[src/rtl/axi_fifo_pkg.sv]
// axi_fifo_pkg: shared depth derivation and occupancy compare helpers for the stream FIFO
package axi_fifo_pkg;

    localparam int DEF_WIDTH = 32;
    localparam int DEF_SIZE  = 5;

    function automatic int depth_of(input int size);
        return 1 << size;
    endfunction

    function automatic logic occ_eq(input int occ, input int val);
        return occ == val;
    endfunction

endpackage

[src/rtl/axi_fifo_sync_flags_if.sv]
// axi_fifo_sync_flags_if: one AXI4-Stream link carrying tdata and tlast per beat
interface axi_fifo_sync_flags_if #(
    parameter int WIDTH = 32
) ();

    logic [WIDTH-1:0] tdata;
    logic             tvalid;
    logic             tlast;
    logic             tready;

    modport master (output tdata, output tvalid, output tlast, input tready);
    modport slave  (input tdata, input tvalid, input tlast, output tready);

endinterface

[src/rtl/axi_fifo_ram.sv]
// axi_fifo_ram: register array with synchronous write and asynchronous read
module axi_fifo_ram
    import axi_fifo_pkg::*;
#(
    parameter int DW = 33,
    parameter int AW = 5
) (
    input  logic          clk,
    input  logic          we,
    input  logic [AW-1:0] waddr,
    input  logic [DW-1:0] wdata,
    input  logic [AW-1:0] raddr,
    output logic [DW-1:0] rdata
);

    localparam int DEPTH = depth_of(AW);

    logic [DW-1:0] mem [DEPTH];

    // store the accepted beat; contents are never cleared, the pointers define validity
    always_ff @(posedge clk) begin
        if (we) mem[waddr] <= wdata;
    end

    assign rdata = mem[raddr];

endmodule

[src/rtl/axi_fifo_sync_flags.sv]
// axi_fifo_sync_flags: single-clock FWFT AXI4-Stream FIFO with registered occupancy/full/empty
module axi_fifo_sync_flags
    import axi_fifo_pkg::*;
#(
    parameter int WIDTH = DEF_WIDTH,
    parameter int SIZE  = DEF_SIZE
) (
    input  logic                  clk,
    input  logic                  rst,
    axi_fifo_sync_flags_if.slave  s_axis,
    axi_fifo_sync_flags_if.master m_axis,
    output logic [SIZE:0]         occupied,
    output logic                  full,
    output logic                  empty
);

    localparam int DEPTH = depth_of(SIZE);

    logic [SIZE:0]  wr_ptr_q, wr_ptr_d;
    logic [SIZE:0]  rd_ptr_q, rd_ptr_d;
    logic [SIZE:0]  occupied_q, occupied_d;
    logic           full_q, full_d;
    logic           empty_q, empty_d;
    logic           wr_en, rd_en;
    logic [WIDTH:0] rd_word;

    // handshakes, pointer advance and the occupancy/flag values for the next edge
    always_comb begin
        wr_en      = s_axis.tvalid & ~full_q & ~rst;
        rd_en      = ~empty_q & m_axis.tready;
        wr_ptr_d   = wr_ptr_q + {{SIZE{1'b0}}, wr_en};
        rd_ptr_d   = rd_ptr_q + {{SIZE{1'b0}}, rd_en};
        occupied_d = occupied_q + {{SIZE{1'b0}}, wr_en} - {{SIZE{1'b0}}, rd_en};
        full_d     = occ_eq(int'(occupied_d), DEPTH);
        empty_d    = occ_eq(int'(occupied_d), 0);
    end

    // pointer and flag state; reset discards all stored beats
    always_ff @(posedge clk) begin
        if (rst) begin
            wr_ptr_q   <= '0;
            rd_ptr_q   <= '0;
            occupied_q <= '0;
            full_q     <= 1'b0;
            empty_q    <= 1'b1;
        end else begin
            wr_ptr_q   <= wr_ptr_d;
            rd_ptr_q   <= rd_ptr_d;
            occupied_q <= occupied_d;
            full_q     <= full_d;
            empty_q    <= empty_d;
        end
    end

    axi_fifo_ram #(
        .DW (WIDTH + 1),
        .AW (SIZE)
    ) u_ram (
        .clk   (clk),
        .we    (wr_en),
        .waddr (wr_ptr_q[SIZE-1:0]),
        .wdata ({s_axis.tlast, s_axis.tdata}),
        .raddr (rd_ptr_q[SIZE-1:0]),
        .rdata (rd_word)
    );

    // head data is masked while empty so stale storage never reaches the consumer
    always_comb begin
        s_axis.tready = ~full_q & ~rst;
        m_axis.tvalid = ~empty_q;
        m_axis.tdata  = empty_q ? '0 : rd_word[WIDTH-1:0];
        m_axis.tlast  = ~empty_q & rd_word[WIDTH];
        occupied      = occupied_q;
        full          = full_q;
        empty         = empty_q;
    end

endmodule

[src/flat_wrapper.sv]
// flat-port wrapper written by rule: the top's interface ports become plain ports
module axi_fifo_sync_flags_flat import axi_fifo_pkg::*;
#(
    parameter int WIDTH = DEF_WIDTH,
    parameter int SIZE  = DEF_SIZE
)
  (clk, rst, occupied, full, empty, s_axis_tdata, s_axis_tvalid, s_axis_tlast, s_axis_tready, m_axis_tdata, m_axis_tvalid, m_axis_tlast, m_axis_tready);
  axi_fifo_sync_flags_if #(.WIDTH(WIDTH)) s_axis_i ();
  axi_fifo_sync_flags_if #(.WIDTH(WIDTH)) m_axis_i ();
  input  logic clk;
  input  logic rst;
  output logic [SIZE:0] occupied;
  output logic full;
  output logic empty;
  input wire logic [$bits(s_axis_i.tdata)-1:0] s_axis_tdata;
  input wire logic [$bits(s_axis_i.tvalid)-1:0] s_axis_tvalid;
  input wire logic [$bits(s_axis_i.tlast)-1:0] s_axis_tlast;
  output wire logic [$bits(s_axis_i.tready)-1:0] s_axis_tready;
  output wire logic [$bits(m_axis_i.tdata)-1:0] m_axis_tdata;
  output wire logic [$bits(m_axis_i.tvalid)-1:0] m_axis_tvalid;
  output wire logic [$bits(m_axis_i.tlast)-1:0] m_axis_tlast;
  input wire logic [$bits(m_axis_i.tready)-1:0] m_axis_tready;
  assign s_axis_i.tdata = s_axis_tdata;
  assign s_axis_i.tvalid = s_axis_tvalid;
  assign s_axis_i.tlast = s_axis_tlast;
  assign s_axis_tready = s_axis_i.tready;
  assign m_axis_tdata = m_axis_i.tdata;
  assign m_axis_tvalid = m_axis_i.tvalid;
  assign m_axis_tlast = m_axis_i.tlast;
  assign m_axis_i.tready = m_axis_tready;
  axi_fifo_sync_flags #(.WIDTH(WIDTH), .SIZE(SIZE)) u_core (.clk(clk), .rst(rst), .s_axis(s_axis_i), .m_axis(m_axis_i), .occupied(occupied), .full(full), .empty(empty));
endmodule
[config.mk]
export PLATFORM = sky130hd
export DESIGN_NAME = axi_fifo_sync_flags_flat
export DESIGN_NICKNAME = d
export VERILOG_FILES = /design/src/rtl/axi_fifo_pkg.sv /design/src/rtl/axi_fifo_sync_flags_if.sv /design/src/rtl/axi_fifo_ram.sv /design/src/rtl/axi_fifo_sync_flags.sv /design/src/flat_wrapper.sv
export SDC_FILE = /design/constraint.sdc
export NUM_CORES = 1
export LEC_CHECK = 0
export CORE_MARGIN = 3
export CORE_UTILIZATION = 48
export DETAILED_ROUTE_END_ITERATION = 6
export PLACE_DENSITY = 0.6
export SYNTH_ARGS = -nofsm -noshare
export SYNTH_HDL_FRONTEND = slang
export SYNTH_SLANG_ARGS = --single-unit
[constraint.sdc]
create_clock -name clk -period 4.05 [get_ports clk]
set_clock_uncertainty 0.05 [all_clocks]
set_input_delay 0.81 -clock clk [delete_from_list [all_inputs] [get_ports clk]]
set_output_delay 0.81 -clock clk [all_outputs]
set_load 0.1 [all_outputs]
# Word level (Yosys, flattened, before mapping)
# Memory sizes are Yosys's and may differ from the RTL's. A register that Yosys moved wholly into a read port is not among the register bits.
# Index checks and enable logic that the tools add are counted.
[word_totals] register_bits=20 latch_bits=0 ram_bits=1056 mem_bits_ro=0 output_inout_bits=43 memories=1
[classes] add_sub_neg=4 mul=0 div=0 magnitude_cmp=0 n_eq_ne=1 shifts=0 mux=4 bitwise=8 reduce_logical=1
[mem_list] name="u_core.u_ram.mem" words=32 word_bits=33 rd=1 rd_clocked_by_memory_dff=1 write_ports=1 line_no="axi_fifo_ram.sv:18" text="logic [DW-1:0] mem [DEPTH];"
[ops] cell="32-bit two-way mux" n=1
[ops] cell="6-bit by 1-bit adder with 6-bit output" n=3
[ops] cell="6-bit equality test, second input constant" n=1
[ops] cell="6-bit zero test" n=1
[ops] cell="6-bit by 1-bit subtractor with 6-bit output" n=1
[ops] cell="1-bit bitwise AND" n=5
[ops] cell="5-bit two-way mux" n=1
[ops] cell="1-bit NOT" n=3
[ops] cell="1-bit two-way mux" n=2

# Logic depth before layout (Yosys ltp)
[logic_depth] ltp_word=6 mapped_depth=12 mapped_depth_nobuf=11

# Cells and area by module
# Synthesis repeated with hierarchy kept, for this count alone.
[unflattened] cells_unflattened=2426 hier_area_um2=42228.0
[by_module_without_submodules] mod="axi_fifo_ram" n_inst=1 cells_each=2299 area_each_um2=41153.2 seq_area_each_um2=31710.4
[by_module_without_submodules] mod="axi_fifo_sync_flags" n_inst=1 cells_each=127 area_each_um2=1074.8 seq_area_each_um2=360.3

# Least setup slack after synthesis
# Ideal clock, no wire load.
[synth_path] path_kind="input port to flip-flop" startpoint="in rst" endpoint="mem u_core.u_ram.mem[28][0], enable pin" setup_ps=423 t_arrival_ps=4690 setup_slack_ps=-1114 stages=7 path_buffers=3 cell_sequence="buf_2 -> nor2_1 -> and2_1 -> clkbuf_2 -> or3b_2 -> clkbuf_1 -> nor2_1"
[synth_between] elab_chain_len=4
[synth_lines] item="from (decl)" line_no="flat_wrapper.sv:11" text="input logic rst;"
[synth_lines] item="1-bit NOT" line_no="axi_fifo_sync_flags.sv:29" text="wr_en = s_axis.tvalid & ~full_q & ~rst;"
[synth_lines] item="1-bit bitwise AND" line_no="axi_fifo_sync_flags.sv:29"
[synth_lines] item="1-bit two-way mux" line_no="axi_fifo_ram.sv:22" text="if (we) mem[waddr] <= wdata;"
[synth_lines] item="1-bit two-way mux (not written as such)" line_no="axi_fifo_ram.sv:22"
[synth_lines] item="to (decl)" line_no="axi_fifo_ram.sv:18"
# No other way between the ends.

==> summary.md <==
| Metric | Value |
|---|---|
| Post-synth cell types | 43 |
| Status | complete, no violations |
| Final std cells w/o fill | 3294 |
| Nets | 2117 |
| Initial DRC count | 1846 |
| Via Count | 20080 |
| Routed WL | 100100 um |
| Total CTS buffers | 108 |
| Max cap viols | 0 |
| Final Util | 57.26% |
| Routed WL per cell | 30.38 um |
| Power Total | 0.02755 W |
| R2R depth | 11 |
| Buffers on Ports | roughly 80 |
| Post-synthesis register bit count | between 1000 and 1500 |
| Placed cell area | 44670 um^2 |
| Global placer's final weighted congestion | 0.7529 |
| Fmax | ~250 MHz |
| Initial Util | between 40% and 50% |
| Combinational Power Share | 19.7% |
| CP Capture Type | output pin |
| Top post-synthesis cells by area | edfxtp_1, mux4_2, mux2i_1 |
| CTS max path bufs | 3 |
| Post-synthesis simple-gate area fraction | 1.031% |
| Post-synth ARST share | 0% |
| DPL Wire Length | 54080 um |
| WP data arrival | around 3 ns |
| WP data required | ~3.2 ns |
| Die ar. | 89230 um^2 |
| CP Depth | 7 |
| GRT Overall Usage | 22.61% |
| Period utilization | just under 100% |
| Die Ht | 298.7 um |
| FP Rows | approximately 110 |
| Switching Share | 26.89% |
| Most used DFF post-synth | edfxtp_1 |
| Die W | ~300 um |
| CTS tree | done |
| Core box area | 84220 um^2 |
| Post-CTS Hold Fix Bufs | 0 |
| Worst slew pin tran | 1.168 ns |
| Worst-path cell chain | nor2_4 > buf_4 > buf_4 > a22o_1 > a211oi_2 > a211oi_2 > buf_12 |
| Synthesized area | between 40000 and 50000 um^2 |
| WP buf/inv | 3 |
| Cells after synthesis | 1874 |
| H-tree Lvls | 3 |
| CP Launch Type | register |
| Largest family of logic cells by synthesized area | multiplexers |
| Int Power | 0.02014 W |
| Mux contribution to synthesized area | about 14% |
| Fillers | 6128 |
| Post-route cell area | 48230 um^2 |
| CP peak stage delay | ~0.55 ns |
| Critical Path Fanout Max | 9 |
| Syn nets | 1922 |
| Antenna violations before repair | 3 |
| Hold-critical path depth | 3 |
| Psw | 0.007407 W |
| Final setup violation count | 0 |
| Clock period minus worst slack | 3.943 ns |
| Placed cells | 3088 |
| Routed Antenna Nets | 0 |
| Xor/xnor share of the synthesized area | 0.1917% |
| DRC Markers | 0 |
| Global-route wire length before repair | 145900 um |
| CTS root buf | clkbuf_16 |
| Pwr Density | 571.2 nW/um^2 |
| Clk pin slew, worst setup/hold paths | 0.06 ns |
| Clock share of power | between 30% and 40% |
| Pleak | around 15 nW |
| Worst min path class | reg2reg |
| Worst vdd ir | approximately 0.00036 V |
| Clock sink total | 1074 |
| Via density | 6.095 |
| Synth Area in Compound Gates | 4.430% |
| Area share of the largest cell type after synthesis | 77.10% |
| Setup CP Type | reg2out |
| Setup TNS | 0 ns |
| Total gr overflow | 0 |
| Delay-heaviest family, CP | buffers and inverters |
| Pin count of the biggest net entering global routing | 49 |
| Yosys warning total | 0 |
| Pre-antenna DRT Iters | 5 |
| Sequential Power Share | 45.2% |
| Mean post-synth cell area | 21.95 um^2 |
| Synthesis-to-layout area growth | 17.26% |
| Vias in the first global route | approximately 21000 |
| Register area share after synthesis | 77.98% |
| Fin. Hold Viols | 0 |
| Max-slew violations | 0 |
| IO Count | 80 |
| Skew-Pair Late Insertion Delay | 0.65 ns |
| Max_slew headroom | between 20 and 25% |
| CP max-delay cell | nor2_4 |
| Layout cells sized above 1 | 27.66% |
| RSZ-0062 raised after global routing | false |
| Synth area leader | edfxtp_1 |
| EDFF count, synth | 1056 |
| Post-Synth Adder-Cell Area | 0.3529% |
[layer usage]
layer  vias up  GRT usage [%]  share of wire, %
met1     10820          32.12                42
met5         -              0                 0
met2       687          36.43                49
li1       8392              -                 -
met4         0          6.897               2.9
met3       183          3.698               6.3
[cell usage after synthesis, types with 18 or more instances]
| cell | number |
|---|---|
| clkbuf_1 | 50 |
| mux2i_1 | 133 |
| nor2_1 | 45 |
| o22ai_1 | 33 |
| o221ai_1 | 33 |
| a211oi_1 | 99 |
| a22o_1 | 33 |
| dfxtp_1 | 18 |
| edfxtp_1 | 1056 |
| mux4_2 | 198 |
| a22oi_1 | 33 |
| buf_2 | 24 |
[sequential cells by signal, indices dropped and copies added, names as in the netlist]
register / cells
u_core.empty: 1
u_core.occupied: 6
u_core.rd_ptr_q: 5
u_core.wr_ptr_q: 5
u_core.full: 1
u_core.u_ram.mem: 1056
[cell usage in the layout (no fill, tap or decap), types with 2 or more instances in the layout]
| cell | synthesis | final |
|---|---|---|
| xnor2_1 | 3 | 3 |
| o22ai_1 | 33 | 33 |
| nor2b_1 | 10 | 8 |
| clkinv_1 | 0 | 21 |
| clkdlybuf4s50_1 | 0 | 44 |
| mux4_2 | 198 | 198 |
| edfxtp_1 | 1056 | 1056 |
| dfxtp_4 | 0 | 4 |
| diode_2 | 0 | 2 |
| nor2b_4 | 0 | 2 |
| or3b_2 | 3 | 3 |
| bufinv_16 | 0 | 9 |
| o21ai_0 | 3 | 3 |
| nor2_1 | 45 | 11 |
| nand3b_1 | 6 | 6 |
| nor2_4 | 0 | 33 |
| xor2_1 | 6 | 6 |
| o221ai_1 | 33 | 33 |
| inv_6 | 0 | 6 |
| ha_1 | 10 | 10 |
| clkbuf_1 | 50 | 17 |
| or3_1 | 2 | 2 |
| buf_4 | 7 | 82 |
| a211oi_2 | 0 | 39 |
| a22o_1 | 33 | 33 |
| dfxtp_1 | 18 | 14 |
| mux2i_1 | 133 | 133 |
| clkinvlp_4 | 0 | 12 |
| a21oi_1 | 2 | 2 |
| buf_6 | 11 | 2 |
| a211oi_1 | 99 | 60 |
| a22oi_1 | 33 | 33 |
| clkinv_4 | 0 | 2 |
| buf_12 | 5 | 68 |
| inv_1 | 12 | 12 |
| clkinv_2 | 0 | 21 |
| nand3_1 | 10 | 9 |
| clkbuf_16 | 0 | 111 |
[layout make-up]
type	count	area, um^2	share of cell area (%)
flip-flops and latches	1074	32090	66.53
multi-input cells	675	8733	18.11
clock buffers	128	2841	5.892
repair buffers	198	2482	5.147
well taps	1134	1419	2.942
clock inverters	71	614.3	1.274
inverters	12	45.04	0.09340
diodes	2	5.005	0.01038
[repair_timing]
item                       CTS  global route
setup buffers                0             5
gates cloned                 0             0
pin swaps                    0             1
resized for setup            7             3
setup endpoints to repair    5            18
[kinds of logic (layout without fill, tap and decap cells)]
logic type,after synthesis,in the layout
DFF,1074,1074
muxes,331,331
AOI/OAI and AO/OA,239,239
buffers and inverters,125,409
and+or+nand+nor,85,85
adders and majority gates,11,11
xor gates and xnor gates,9,9
other,0,2
[worst register-to-register path, cell delays in order (launching register included)]
cell     delay, ns
dfxtp_4       0.67
nor2b_1       0.15
ha_1          0.30
inv_1         0.06
ha_1          0.17
inv_1         0.07
fa_1          0.43
nor2b_1       0.13
o21ai_0       0.10
nor3b_1       0.15
or2_2         0.28
and3_1        0.14
[power groups by stage]
stage          Sequential [W]  Combinational (W)  Clock, W
2_1_floorplan          0.0128            0.00372         0
3_3_place_gp           0.0127            0.00541         0
3_5_place_dp           0.0127            0.00543         0
4_1_cts                0.0125            0.00546   0.00988
5_1_grt                0.0125            0.00572    0.0103
6_report               0.0124            0.00541   0.00968
[path summary, 6_finish.rpt]
check                     startpoint                  to  slack, ns
setup / recovery  u_core.rd_ptr_q[2]    m_axis_tdata[18]       0.11
setup reg to reg        u_core.empty         u_core.full       1.24
hold / removal    u_core.wr_ptr_q[1]  u_core.wr_ptr_q[3]       0.59
hold reg to reg   u_core.wr_ptr_q[1]  u_core.wr_ptr_q[3]       0.59
[metrics by stage]
| stage | hold slack [ns] | worst slack, ns |
|---|---|---|
| 6_report | 0.5924 | 0.1070 |
| 5_1_grt | 0.6357 | 0.003260 |
| 4_1_cts | 0.5877 | -0.01021 |
| 3_5_place_dp | 0.5697 | 0.5705 |
| 3_3_place_gp | 0.5535 | 0.6092 |
| 2_1_floorplan | 0.5249 | -0.4261 |
No activity file was read; power rests on OpenSTA's default activity.
